$ cat src/rtl/anqa_defs.sv
// Shared definitions for the part-1 arithmetic units: FSM encodings and datapath widths.
// No logic; latency and backpressure are properties of the units that import it.
package anqa_defs;

    typedef enum logic [1:0] {
        IDLE = 2'b00,
        RUN  = 2'b01,
        DONE = 2'b10
    } state_t;

    localparam int WORD_BITS = 8;
    localparam int MUL_ITERS = 8;

endpackage

$ cat src/rtl/eight_bit_adder.sv
// 8-bit ripple adder with carry in/out; purely combinational, zero latency.
// No handshake: the sum is valid whenever the inputs are.
module eight_bit_adder (
    input  logic [7:0] A,
    input  logic [7:0] B,
    input  logic       CarryIN,
    output logic       CarryOUT,
    output logic [7:0] Sum
);

    assign {CarryOUT, Sum} = {1'b0, A} + {1'b0, B} + {8'b0, CarryIN};

endmodule

$ cat src/rtl/eight_bit_multiplier.sv
// Sequential 8x8 unsigned shift-and-add multiplier; result 8 cycles after the accepting edge.
// Start is only accepted in IDLE or DONE; Start during RUN is dropped, not queued.
module eight_bit_multiplier
    import anqa_defs::*;
(
    input  logic                     Clock,
    input  logic                     ResetN,
    input  logic                     Start,
    input  logic [WORD_BITS-1:0]     A,
    input  logic [WORD_BITS-1:0]     B,
    output logic                     Busy,
    output logic                     Done,
    output logic [2*WORD_BITS-1:0]   Product
);

    state_t                    state_q, state_d;
    logic [WORD_BITS-1:0]      m_q, m_d;
    logic [WORD_BITS-1:0]      q_q, q_d;
    logic [WORD_BITS-1:0]      acc_q, acc_d;
    logic [2:0]                cnt_q, cnt_d;
    logic [2*WORD_BITS-1:0]    prod_q, prod_d;
    logic                      busy_q, busy_d;
    logic                      done_q, done_d;

    logic                      add_c;
    logic [WORD_BITS-1:0]      add_s;
    logic                      pp_c;
    logic [WORD_BITS-1:0]      pp_s;
    logic [2*WORD_BITS-1:0]    shifted;

    eight_bit_adder u_adder (
        .A        (acc_q),
        .B        (m_q),
        .CarryIN  (1'b0),
        .CarryOUT (add_c),
        .Sum      (add_s)
    );

    // The adder carry becomes the 9th bit, shifted into acc[7], so nothing is lost.
    assign pp_c    = q_q[0] ? add_c : 1'b0;
    assign pp_s    = q_q[0] ? add_s : acc_q;
    assign shifted = {pp_c, pp_s, q_q[WORD_BITS-1:1]};

    always_ff @(posedge Clock or negedge ResetN) begin
        if (!ResetN) begin
            state_q <= IDLE;
            m_q     <= '0;
            q_q     <= '0;
            acc_q   <= '0;
            cnt_q   <= '0;
            prod_q  <= '0;
            busy_q  <= 1'b0;
            done_q  <= 1'b0;
        end else begin
            state_q <= state_d;
            m_q     <= m_d;
            q_q     <= q_d;
            acc_q   <= acc_d;
            cnt_q   <= cnt_d;
            prod_q  <= prod_d;
            busy_q  <= busy_d;
            done_q  <= done_d;
        end
    end

    always_comb begin
        state_d = state_q;
        m_d     = m_q;
        q_d     = q_q;
        acc_d   = acc_q;
        cnt_d   = cnt_q;
        prod_d  = prod_q;
        busy_d  = 1'b0;
        done_d  = 1'b0;

        case (state_q)
            IDLE, DONE: begin
                if (Start) begin
                    m_d     = A;
                    q_d     = B;
                    acc_d   = '0;
                    cnt_d   = '0;
                    busy_d  = 1'b1;
                    state_d = RUN;
                end else begin
                    state_d = IDLE;
                end
            end
            RUN: begin
                {acc_d, q_d} = shifted;
                cnt_d        = cnt_q + 3'd1;
                if (cnt_q == 3'(MUL_ITERS - 1)) begin
                    prod_d  = shifted;
                    done_d  = 1'b1;
                    state_d = DONE;
                end else begin
                    busy_d  = 1'b1;
                end
            end
            default: state_d = IDLE;
        endcase
    end

    assign Busy    = busy_q;
    assign Done    = done_q;
    assign Product = prod_q;

endmodule

$ cat config.mk
export PLATFORM = sky130hd
export DESIGN_NAME = eight_bit_multiplier
export DESIGN_NICKNAME = d
export VERILOG_FILES = /design/src/rtl/anqa_defs.sv /design/src/rtl/eight_bit_adder.sv /design/src/rtl/eight_bit_multiplier.sv
export SDC_FILE = /design/constraint.sdc
export NUM_CORES = 1
export LEC_CHECK = 0
export CORE_ASPECT_RATIO = 2
export CORE_MARGIN = 1
export CORE_UTILIZATION = 56
export DETAILED_ROUTE_END_ITERATION = 10
export DONT_BUFFER_PORTS = 1
export PLACE_DENSITY = 0.83
export SLEW_MARGIN = 15
export SYNTH_ARGS = -nofsm -noshare
export SYNTH_HDL_FRONTEND = slang
export SYNTH_SLANG_ARGS = --single-unit
$ cat constraint.sdc
create_clock -name Clock -period 1.85 [get_ports Clock]
set_clock_uncertainty 0.1 [all_clocks]
set_input_delay 0.555 -clock Clock [delete_from_list [all_inputs] [get_ports Clock]]
set_output_delay 0.555 -clock Clock [all_outputs]
set_load 0.03 [all_outputs]
==> impl_metrics.sql, run 1 <==
INSERT INTO impl_metrics (metric_group, metric, value, unit) VALUES
('run_status', 'outcome', 'finished, violations left', ''),
('run_status', 'failed_checks', 'setup timing', ''),
('cts', 'numCtsBuffers', '5', ''),
('final_layout', 'multi_input_area', '978', 'µm²'),
('cts', 'htreeDepth', '2', ''),
('final_layout', 'layout.nets', '271', ''),
('timing', 'layout_worst_path_cycle_share', '108', '%'),
('synthesis', 'synthesis.instances', '225', ''),
('routing', 'routed_wire_length_per_instance', '15.9', 'µm'),
('synthesis', 'mappedNetlistArea', '2140', 'µm²'),
('synthesis', 'post_synth.cell_area_avg', '9.51', 'µm²'),
('die', 'chipHeight', '89.4', 'µm'),
('critical_path', 'maximum_cell_stage_delay_along_the_critical_path', '0.39', 'ns'),
('place', 'detailed_place_hpwl', '3220', 'µm'),
('place', 'place.gp.congestion', '0.903', ''),
('global_routing', 'gr-total-overflow', '0', ''),
('final_layout', 'syn2layout_area_growth', '15.7', '%'),
('global_routing', 'grt_antenna_before_repair', '0', ''),
('global_routing', 'global_route.usage.total', '25.7', '%'),
('timing', 'finalWorstPathRequiredPeriod', '1.99', 'ns'),
('synthesis', 'synth_fp_nets', '255', ''),
('routing', 'drt_pass1_iterations', '5', ''),
('timing', 'timing.slew.headroom', '64.7', '%'),
('cts', 'cts.clk_slew.worst_paths', '0.08', 'ns'),
('timing', 'grt_setup_unrepaired', 'yes', ''),
('timing', 'worst_slew_pin_slew', '0.529', 'ns'),
('timing', 'hold_violations', '0', ''),
('critical_path', 'timing.critical_path.required', '1.94', 'ns'),
('hold_path', 'worstHoldPathType', 'in2reg', ''),
('final_layout', 'seqCellArea', '1180', 'µm²'),
('routing', 'via_count_normalized_by_instance_count', '5.70', ''),
('critical_path', 'critical_path.endpoint_type', 'register', ''),
('routing', 'drc_errors', '0', ''),
('cts', 'cts_root_buf', 'sky130_fd_sc_hd__clkbuf_8', ''),
('critical_path', 'timing.critical_path.slowest_stage_cell', 'sky130_fd_sc_hd__dfrtp_1', ''),
('routing', 'drt_iter0_drc', '39', ''),
('die', 'ioPinCount', '37', ''),
('power_and_ir_drop', 'leakagePower', '0.00119', 'µW'),
('final_layout', 'final_layout_size_suffix_gt1_share', '15.7', '%'),
('flow_run', 'maxCapViolCount', '0', ''),
('critical_path', 'setup.worst_path.class', 'reg2reg', ''),
('place', 'buffer_ports.inserted', '0', ''),
('hold_path', 'timing.hold.worst_path_depth', '2', ''),
('critical_path', 'r2r_cells', '7', ''),
('routing', 'wirelength', '4630', 'µm'),
('final_layout', 'mostFrequentLayoutCell', 'sky130_fd_sc_hd__nand2_1', ''),
('timing', 'clock.fmax', '501', 'MHz'),
('final_layout', 'final.fill_count', '304', ''),
('final_layout', 'antenna_diode_count', '0', ''),
('critical_path', 'worstPathMaxFanout', '3', ''),
('die', 'die_area', '4090', 'µm²'),
('synthesis', 'postSynthRegisterBits', '47', ''),
('final_layout', 'layout.cells.most_common_list', 'sky130_fd_sc_hd__nand2_1, sky130_fd_sc_hd__dfrtp_1, sky130_fd_sc_hd__o21ai_0, sky130_fd_sc_hd__nor2_1, sky130_fd_sc_hd__buf_4', ''),
('critical_path', 'critPathArrivalTime', '2.09', 'ns'),
('timing', 'timing.final.setup_violations', '7', ''),
('timing', 'final.setup.worst_slack', '-0.145', 'ns'),
('die', 'die-width', '45.7', 'µm'),
('routing', 'detailroute.via_count', '1658', ''),
('cts', 'clock_latency_reported_for_the_late_side_of_the_worst_skew_pair', '0.31', 'ns'),
('die', 'floorplan.initialDensity', '58.7', '%'),
('global_routing', 'maximum_number_of_pins_on_one_net_before_global_route_repair', '48', ''),
('die', 'core-area', '3650', 'µm²'),
('power_and_ir_drop', 'vdd_drop_max', '985', 'µV'),
('critical_path', 'critPathLaunchType', 'register', ''),
('power_and_ir_drop', 'power_density', '2160', 'nW/µm²'),
('critical_path', 'cp_cell_sequence', 'ha_2 > fa_2 > a21o_1 > a221oi_2 > xnor2_1 > mux2i_1 > o21ai_1', ''),
('timing', 'final_max_slew_viol_count', '0', ''),
('global_routing', 'number_of_global_route_vias_before_repair', '1636', ''),
('cts', 'cts_tree', 'built', ''),
('place', 'dp_slack', '-0.150', 'ns'),
('cts', 'numClockSinks', '47', ''),
('routing', 'antenna_violating_nets_post_route', '0', ''),
('synthesis', 'synth.yosys.seq_area_share', '54.9', '%'),
('cts', 'cts-root-to-sink-buffers', '2', ''),
('global_routing', 'wire_length_of_the_first_global_routing_pass', '7340', 'µm'),
('synthesis', 'post_synth_num_cell_types', '28', ''),
('final_layout', 'final_util', '67.9', '%'),
('die', 'floorplan.rows', '31', ''),
('synthesis', 'yosysWarningCount', '0', ''),
('timing', 'worst_hold_slack', '0.250', 'ns');
worst max-delay path, delay by kind of cell, from the launching register on:
family,cells,cell delay [ns]
DFF,1,0.39
xor gates and xnor gates,1,0.10
muxes,1,0.20
adders and majority gates,2,0.54
AOI/OAI and AO/OA,3,0.55
sequential cells by signal (all words and copies together), names as in the netlist:
name,cells
Product,16
acc_q,8
m_q,8
q_q,8
cnt_q,3
state_q,2
Busy,1
Done,1
final timing paths:
kind                             start          end  slack (ns)
worst max-delay path            m_q[0]  Product[13]       -0.14
worst min-delay path              A[3]       m_q[3]        0.25
worst max register to register  m_q[0]  Product[13]       -0.14
worst min register to register  m_q[7]       m_q[7]        0.39
max in group asynchronous       ResetN     acc_q[1]        0.79
min in group asynchronous       ResetN  Product[10]        0.65
power breakdown:
group	internal [µW]	leakage (µW)	switching [µW]	total, µW
combinational	1090	0.000567	1280	2370
clock	305	0.0000474	357	662
sequential	1530	0.000571	787	2320
total	2920	0.00119	2430	5350
Yosys cell counts:
cell	number	area, µm²
sky130_fd_sc_hd__or3_1	1	6.26
sky130_fd_sc_hd__a21o_1	2	15.0
sky130_fd_sc_hd__xnor2_1	3	26.3
sky130_fd_sc_hd__ha_1	10	125
sky130_fd_sc_hd__a221oi_2	1	15.0
sky130_fd_sc_hd__a22oi_1	2	15.0
sky130_fd_sc_hd__nor2b_1	3	18.8
sky130_fd_sc_hd__o22ai_1	5	31.3
sky130_fd_sc_hd__nand3_1	4	20.0
sky130_fd_sc_hd__xor2_1	1	8.76
sky130_fd_sc_hd__clkbuf_1	5	18.8
sky130_fd_sc_hd__nor3_1	1	5.00
sky130_fd_sc_hd__nor2_1	16	60.1
sky130_fd_sc_hd__a31oi_1	5	31.3
sky130_fd_sc_hd__clkinv_1	1	3.75
sky130_fd_sc_hd__and3_2	1	7.51
sky130_fd_sc_hd__dfrtp_1	47	1180
sky130_fd_sc_hd__nand2_1	68	255
sky130_fd_sc_hd__o21ai_0	24	120
sky130_fd_sc_hd__nand3b_1	1	7.51
sky130_fd_sc_hd__a22o_1	2	17.5
sky130_fd_sc_hd__buf_2	3	15.0
sky130_fd_sc_hd__inv_1	2	7.51
sky130_fd_sc_hd__mux2i_1	5	50.1
sky130_fd_sc_hd__fa_1	1	20.0
sky130_fd_sc_hd__a211oi_1	2	15.0
sky130_fd_sc_hd__a21oi_1	6	30.0
sky130_fd_sc_hd__nand2b_1	3	18.8
layout make-up:
class                   count  area share, %
repair buffers             17           6.06
multi-input cells         167           39.5
inverters                   3          0.455
flip-flops and latches     47           47.5
clock buffers               6           3.33
clock inverters             2          0.657
well taps                  49           2.47
what timing repair did:
| item | CTS | global route |
|---|---|---|
| pin swaps | 1 | 0 |
| endpoints found under the hold margin | 47 | 0 |
| gates resized for setup | 7 | 10 |
| hold buffers | 2 | 0 |
| setup buffers | 3 | 3 |
| endpoints found under the setup margin | 10 | 12 |
metal layers:
metal  wire [µm]  up-vias  global-route usage (%)
li1            -      789                       -
met1        1720      809                    26.3
met2        2530       51                    45.6
met3         254        9                    7.07
met4         121        0                    13.4
met5           0        -                       0
metrics by stage:
step | TNS (ns) | power, µW | instance area [µm²] | instances
after global placement | -0.195 | 4220 | 2240 | 275
after CTS | -0.502 | 5190 | 2440 | 288
final | -0.653 | 5350 | 2480 | 291
after detailed placement | -0.882 | 4340 | 2240 | 275
after floorplan | 0 | 3750 | 2150 | 225
after global routing | -1.84 | 5770 | 2480 | 291
cell families (layout without fill, tap and decap cells):
group,count (synthesis),in the layout,synth area share (%)
AO/OA/AOI/OAI,49,49,13.6
XOR/XNOR,4,4,1.64
adder cells (fa/ha/maj),11,11,6.78
buffers and inverters,11,28,2.10
flip-flops,47,47,54.9
multiplexers,5,5,2.34
AND/OR/NAND/NOR,98,98,18.6
Power figures use the tool's default switching activity.
==> run 2, diff against run 1 <==
Settings changed: ABC_CLOCK_PERIOD_IN_PS set to 1850, CORE_UTILIZATION 56 to 45, PLACE_DENSITY 0.83 to 0.71.
==> impl_metrics.sql, run 2 (synthesis results as in run 1) <==
INSERT INTO impl_metrics (metric_group, metric, value, unit) VALUES
('run_status', 'outcome', 'finished, violations left', ''),
('run_status', 'failed_checks', 'setup timing', ''),
('timing', 'layout_worst_path_cycle_share', '111', '%'),
('routing', 'via_count_normalized_by_instance_count', '5.61', ''),
('die', 'ioPinCount', '37', ''),
('power_and_ir_drop', 'power_density', '2270', 'nW/µm²'),
('critical_path', 'critPathLaunchType', 'register', ''),
('timing', 'timing.final.setup_violations', '6', ''),
('final_layout', 'layout.nets', '277', ''),
('critical_path', 'worst_r2r_startpoint', 'm_q[0]', ''),
('routing', 'drt_pass1_iterations', '4', ''),
('timing', 'final.setup.worst_slack', '-0.201', 'ns'),
('timing', 'clock.fmax', '487', 'MHz'),
('final_layout', 'stdcell_count', '303', ''),
('place', 'post_dp_cell_area', '2300', 'µm²'),
('timing', 'worst_slew_pin_slew', '0.728', 'ns'),
('final_layout', 'antenna_diode_count', '0', ''),
('critical_path', 'critPathArrivalTime', '2.14', 'ns'),
('routing', 'antenna_violating_nets_post_route', '0', ''),
('cts', 'cts.clk_slew.worst_paths', '0.08', 'ns'),
('cts', 'numClockSinks', '47', ''),
('timing', 'hold_violations', '0', ''),
('final_layout', 'syn2layout_area_growth', '22.7', '%'),
('die', 'die-width', '50.8', 'µm'),
('routing', 'wirelength', '5040', 'µm'),
('cts', 'cts_root_buf', 'sky130_fd_sc_hd__clkbuf_8', ''),
('power_and_ir_drop', 'vdd_drop_max', '1080', 'µV'),
('cts', 'clock_latency_reported_for_the_late_side_of_the_worst_skew_pair', '0.30', 'ns'),
('cts', 'numCtsBuffers', '5', ''),
('timing', 'totalNegativeSetupSlack', '-0.815', 'ns'),
('timing', 'timing.slew.headroom', '51.3', '%'),
('critical_path', 'timing.critical_path.required', '1.94', 'ns'),
('hold_path', 'hold_start', 'A[5]', ''),
('global_routing', 'wire_length_of_the_first_global_routing_pass', '7970', 'µm'),
('timing', 'worst_hold_slack', '0.256', 'ns'),
('flow_run', 'maxCapViolCount', '0', ''),
('timing', 'finalWorstPathRequiredPeriod', '2.05', 'ns'),
('place', 'place.gp.congestion', '0.797', ''),
('global_routing', 'global_route.usage.total', '21.5', '%'),
('power_and_ir_drop', 'leakagePower', '0.00125', 'µW'),
('global_routing', 'gr-total-overflow', '0', ''),
('global_routing', 'grt_antenna_before_repair', '0', ''),
('global_routing', 'number_of_global_route_vias_before_repair', '1694', ''),
('cts', 'cts_tree', 'built', ''),
('hold_path', 'worstHoldPathType', 'in2reg', ''),
('routing', 'drc_errors', '0', ''),
('routing', 'detailroute.via_count', '1699', ''),
('timing', 'grt_setup_unrepaired', 'yes', ''),
('routing', 'routed_wire_length_per_instance', '16.6', 'µm'),
('die', 'floorplan.initialDensity', '46.6', '%'),
('final_layout', 'mostFrequentLayoutCell', 'sky130_fd_sc_hd__nand2_1', ''),
('cts', 'htreeDepth', '2', ''),
('final_layout', 'largest_register_ff_count', '16', ''),
('global_routing', 'maximum_number_of_pins_on_one_net_before_global_route_repair', '48', ''),
('place', 'detailed_place_hpwl', '3360', 'µm'),
('place', 'dp.cells', '286', ''),
('critical_path', 'setup.worst_path.start', 'm_q[0]', ''),
('routing', 'drt_iter0_drc', '37', ''),
('critical_path', 'critical_path.endpoint_type', 'register', ''),
('die', 'chipHeight', '99.5', 'µm'),
('final_layout', 'layout.cells.most_common_list', 'sky130_fd_sc_hd__nand2_1, sky130_fd_sc_hd__dfrtp_1, sky130_fd_sc_hd__buf_4, sky130_fd_sc_hd__nor2_1, sky130_fd_sc_hd__o21ai_0', ''),
('final_layout', 'final_layout_size_suffix_gt1_share', '17.7', '%'),
('die', 'die_area', '5050', 'µm²'),
('critical_path', 'setup.worst_path.class', 'reg2reg', ''),
('die', 'core-area', '4600', 'µm²'),
('timing', 'final_max_slew_viol_count', '0', ''),
('place', 'buffer_ports.inserted', '0', ''),
('place', 'dp_slack', '-0.114', 'ns'),
('die', 'floorplan.rows', '35', ''),
('cts', 'cts-root-to-sink-buffers', '2', ''),
('critical_path', 'worstPathMaxFanout', '3', ''),
('final_layout', 'layout.cell_area.non_filler', '2630', 'µm²');
run 2: power by group:
part | internal, µW | total (µW) | switching, µW
Sequential | 1530 | 2320 | 790
Clock | 540 | 874 | 334
Combinational | 1320 | 2770 | 1440
Total | 3390 | 5960 | 2570
run 2: layer usage:
layer / track usage (%) / routed length [µm] / up-vias
li1: - / - / 805
met1: 21.8 / 1890 / 832
met2: 38.6 / 2750 / 46
met3: 4.43 / 226 / 16
met4: 13.0 / 176 / 0
met5: 0 / 0 / -
run 2: path summary, 6_finish.rpt:
check	slack (ns)	to	depth (start not counted)
max	-0.20	acc_q[3]	8
min	0.26	m_q[5]	2
max reg2reg	-0.20	acc_q[3]	8
min reg2reg	0.39	m_q[6]	2
max in group asynchronous	0.77	Product[7]	2
min in group asynchronous	0.67	state_q[0]	2
run 2: metrics by stage:
stage | utilization, % | power, µW
floorplan | - | 3750
global placement | 50.0 | 4370
detailed placement | 50.0 | 4470
CTS | 55.1 | 5570
global route | 57.1 | 6350
finish | 57.1 | 5960
run 2: worst max-delay path: stages (launching register included):
cell,delay (ns)
sky130_fd_sc_hd__dfrtp_1,0.40
sky130_fd_sc_hd__ha_2,0.20
sky130_fd_sc_hd__fa_2,0.34
sky130_fd_sc_hd__a21o_1,0.21
sky130_fd_sc_hd__buf_4,0.15
sky130_fd_sc_hd__a21oi_4,0.13
sky130_fd_sc_hd__xnor2_2,0.09
sky130_fd_sc_hd__mux2i_2,0.23
sky130_fd_sc_hd__o21ai_1,0.09
run 2: final cells by class:
type | instances | area, µm²
multi-input combinational | 167 | 1020
timing repair buffer | 23 | 215
tap | 55 | 68.8
inverter | 3 | 11.3
fill | 411 | 1970
clock inverter | 2 | 60.1
clock buffer | 6 | 72.6
sequential | 47 | 1180
run 2: timing repair:
action                                  CTS  global route
hold buffers                              2             0
endpoints found under the setup margin   10            14
resized for setup                         7            19
hold endpoints to repair                 47             0
setup buffers                             3             4
pin swaps                                 4             3
==> run 3, diff against run 2 <==
Settings changed: ABC_CLOCK_PERIOD_IN_PS 1850 to 2220, PLACE_DENSITY 0.71 to 0.69.
Clock period 1.85 ns to 2.22 ns, I/O delays scaled along.
==> impl_metrics.sql, run 3 (synthesis results as in run 1) <==
INSERT INTO impl_metrics (metric_group, metric, value, unit) VALUES
('run_status', 'outcome', 'finished, final reports clean', ''),
('final_layout', 'mostFrequentLayoutCell', 'sky130_fd_sc_hd__nand2_1', ''),
('critical_path', 'setup.worst_path.class', 'reg2reg', ''),
('final_layout', 'largest_register_ff_count', '16', ''),
('place', 'place.gp.congestion', '0.873', ''),
('critical_path', 'r2r_path_end', 'acc_q[5]', ''),
('die', 'ioPinCount', '37', ''),
('timing', 'grt_setup_unrepaired', 'no', ''),
('final_layout', 'multi_input_area', '920', 'µm²'),
('routing', 'drt_pass1_iterations', '4', ''),
('cts', 'numClockSinks', '47', ''),
('critical_path', 'r2r_cells', '7', ''),
('critical_path', 'critical_path.endpoint_type', 'register', ''),
('timing', 'worst_hold_slack', '0.0891', 'ns'),
('place', 'buffer_ports.inserted', '0', ''),
('routing', 'drt_iter0_drc', '23', ''),
('timing', 'timing.slew.headroom', '67.0', '%'),
('timing', 'clock.fmax', '476', 'MHz'),
('timing', 'hold_violations', '0', ''),
('cts', 'numCtsBuffers', '5', ''),
('cts', 'cts.clk_slew.worst_paths', '0.09', 'ns'),
('final_layout', 'layout.cells.most_common_list', 'sky130_fd_sc_hd__nand2_1, sky130_fd_sc_hd__dfrtp_1, sky130_fd_sc_hd__o21ai_0, sky130_fd_sc_hd__nor2_1, sky130_fd_sc_hd__ha_1', ''),
('place', 'dp_slack', '0.109', 'ns'),
('final_layout', 'syn2layout_area_growth', '9.99', '%'),
('global_routing', 'wire_length_of_the_first_global_routing_pass', '7790', 'µm'),
('timing', 'totalNegativeSetupSlack', '0', 'ns'),
('routing', 'detailroute.via_count', '1562', ''),
('critical_path', 'critPathLaunchType', 'register', ''),
('timing', 'final.setup.worst_slack', '0.117', 'ns'),
('place', 'detailed_place_hpwl', '3340', 'µm'),
('global_routing', 'gr-total-overflow', '0', ''),
('hold_path', 'worstHoldPathType', 'in2async', ''),
('cts', 'clock_latency_reported_for_the_late_side_of_the_worst_skew_pair', '0.30', 'ns'),
('power_and_ir_drop', 'leakagePower', '0.00115', 'µW'),
('die', 'chipHeight', '99.5', 'µm'),
('final_layout', 'final.fill_count', '445', ''),
('timing', 'final_max_slew_viol_count', '0', ''),
('die', 'floorplan.rows', '35', ''),
('routing', 'drc_errors', '0', ''),
('timing', 'worst_slew_pin_slew', '0.495', 'ns'),
('die', 'core-area', '4600', 'µm²'),
('power_and_ir_drop', 'vdd_drop_max', '875', 'µV'),
('cts', 'cts_tree', 'built', ''),
('final_layout', 'stdcell_count', '288', ''),
('critical_path', 'timing.critical_path.required', '2.34', 'ns'),
('place', 'dp.cells', '279', ''),
('timing', 'timing.final.setup_violations', '0', ''),
('timing', 'finalWorstPathRequiredPeriod', '2.10', 'ns'),
('die', 'die_area', '5050', 'µm²'),
('cts', 'cts-root-to-sink-buffers', '2', ''),
('critical_path', 'reg2reg_setup_slack', '0.12', 'ns'),
('timing', 'layout_worst_path_cycle_share', '94.7', '%'),
('final_layout', 'antenna_diode_count', '0', ''),
('routing', 'routed_wire_length_per_instance', '15.8', 'µm'),
('final_layout', 'seqCellArea', '1180', 'µm²'),
('routing', 'antenna_violating_nets_post_route', '0', ''),
('routing', 'via_count_normalized_by_instance_count', '5.42', ''),
('global_routing', 'global_route.usage.total', '20.8', '%'),
('die', 'die-width', '50.8', 'µm'),
('die', 'floorplan.initialDensity', '46.6', '%'),
('flow_run', 'maxCapViolCount', '0', ''),
('cts', 'cts_root_buf', 'sky130_fd_sc_hd__clkbuf_8', ''),
('final_layout', 'layout.nets', '262', ''),
('global_routing', 'grt_antenna_before_repair', '0', ''),
('routing', 'wirelength', '4560', 'µm'),
('global_routing', 'maximum_number_of_pins_on_one_net_before_global_route_repair', '48', ''),
('cts', 'htreeDepth', '2', ''),
('final_layout', 'final_layout_size_suffix_gt1_share', '7.73', '%'),
('power_and_ir_drop', 'power_density', '1750', 'nW/µm²'),
('critical_path', 'critPathArrivalTime', '2.22', 'ns'),
('critical_path', 'worst_r2r_startpoint', 'm_q[0]', ''),
('global_routing', 'number_of_global_route_vias_before_repair', '1618', ''),
('critical_path', 'worstPathMaxFanout', '3', '');
run 3: through the flow:
stage	utilization [%]	cell area [µm²]	total power (µW)
2_1_floorplan	-	2140	3120
4_1_cts	51.2	2350	4180
3_3_place_gp	48.5	2230	3520
3_5_place_dp	48.5	2230	3610
5_1_grt	51.2	2350	4490
6_report	51.2	2350	4120
run 3: critical path: stages, from the launching register on:
cell and delay [ns]:
sky130_fd_sc_hd__dfrtp_1 0.39, sky130_fd_sc_hd__ha_1 0.23, sky130_fd_sc_hd__fa_1 0.41, sky130_fd_sc_hd__a21o_1 0.23, sky130_fd_sc_hd__a221oi_2 0.25, sky130_fd_sc_hd__xnor2_1 0.14
sky130_fd_sc_hd__mux2i_1 0.10, sky130_fd_sc_hd__o21ai_0 0.17
run 3: report_power, final:
group / switching, µW / leakage [µW] / internal [µW]
Combinational: 944 / 0.000525 / 735
Sequential: 628 / 0.000572 / 1270
Clock: 289 / 0.0000474 / 254
Total: 1860 / 0.00115 / 2260
run 3: cell type report:
class | instances | area share, %
Clock buffer | 6 | 3.51
Clock inverter | 2 | 0.691
Inverter | 3 | 0.478
Multi-Input combinational cell | 167 | 39.1
Sequential cell | 47 | 49.9
Tap cell | 55 | 2.92
Timing Repair Buffer | 8 | 3.40
run 3: how the worst max path moves through the flow:
stage                       from     endpoint  slack (ns)
after floorplan           m_q[0]     acc_q[5]        0.30
after global placement    m_q[0]     acc_q[7]        0.16
after detailed placement  m_q[0]     acc_q[5]        0.11
after CTS                 m_q[0]     acc_q[7]        0.09
after global routing      m_q[0]  Product[13]        0.01
final                     m_q[0]     acc_q[5]        0.12
run 3: repair_timing:
action                     CTS  global route
hold endpoints to repair    47             0
setup endpoints to repair    0             2
hold buffers                 1             0
gates resized for setup      0             1
buffers inserted             0             0
run 3: layer usage:
layer | track usage (%) | wire (µm)
met1 | 21.6 | 1710
met2 | 39.4 | 2590
met3 | 3.98 | 187
met4 | 8.12 | 78
met5 | 0 | 0
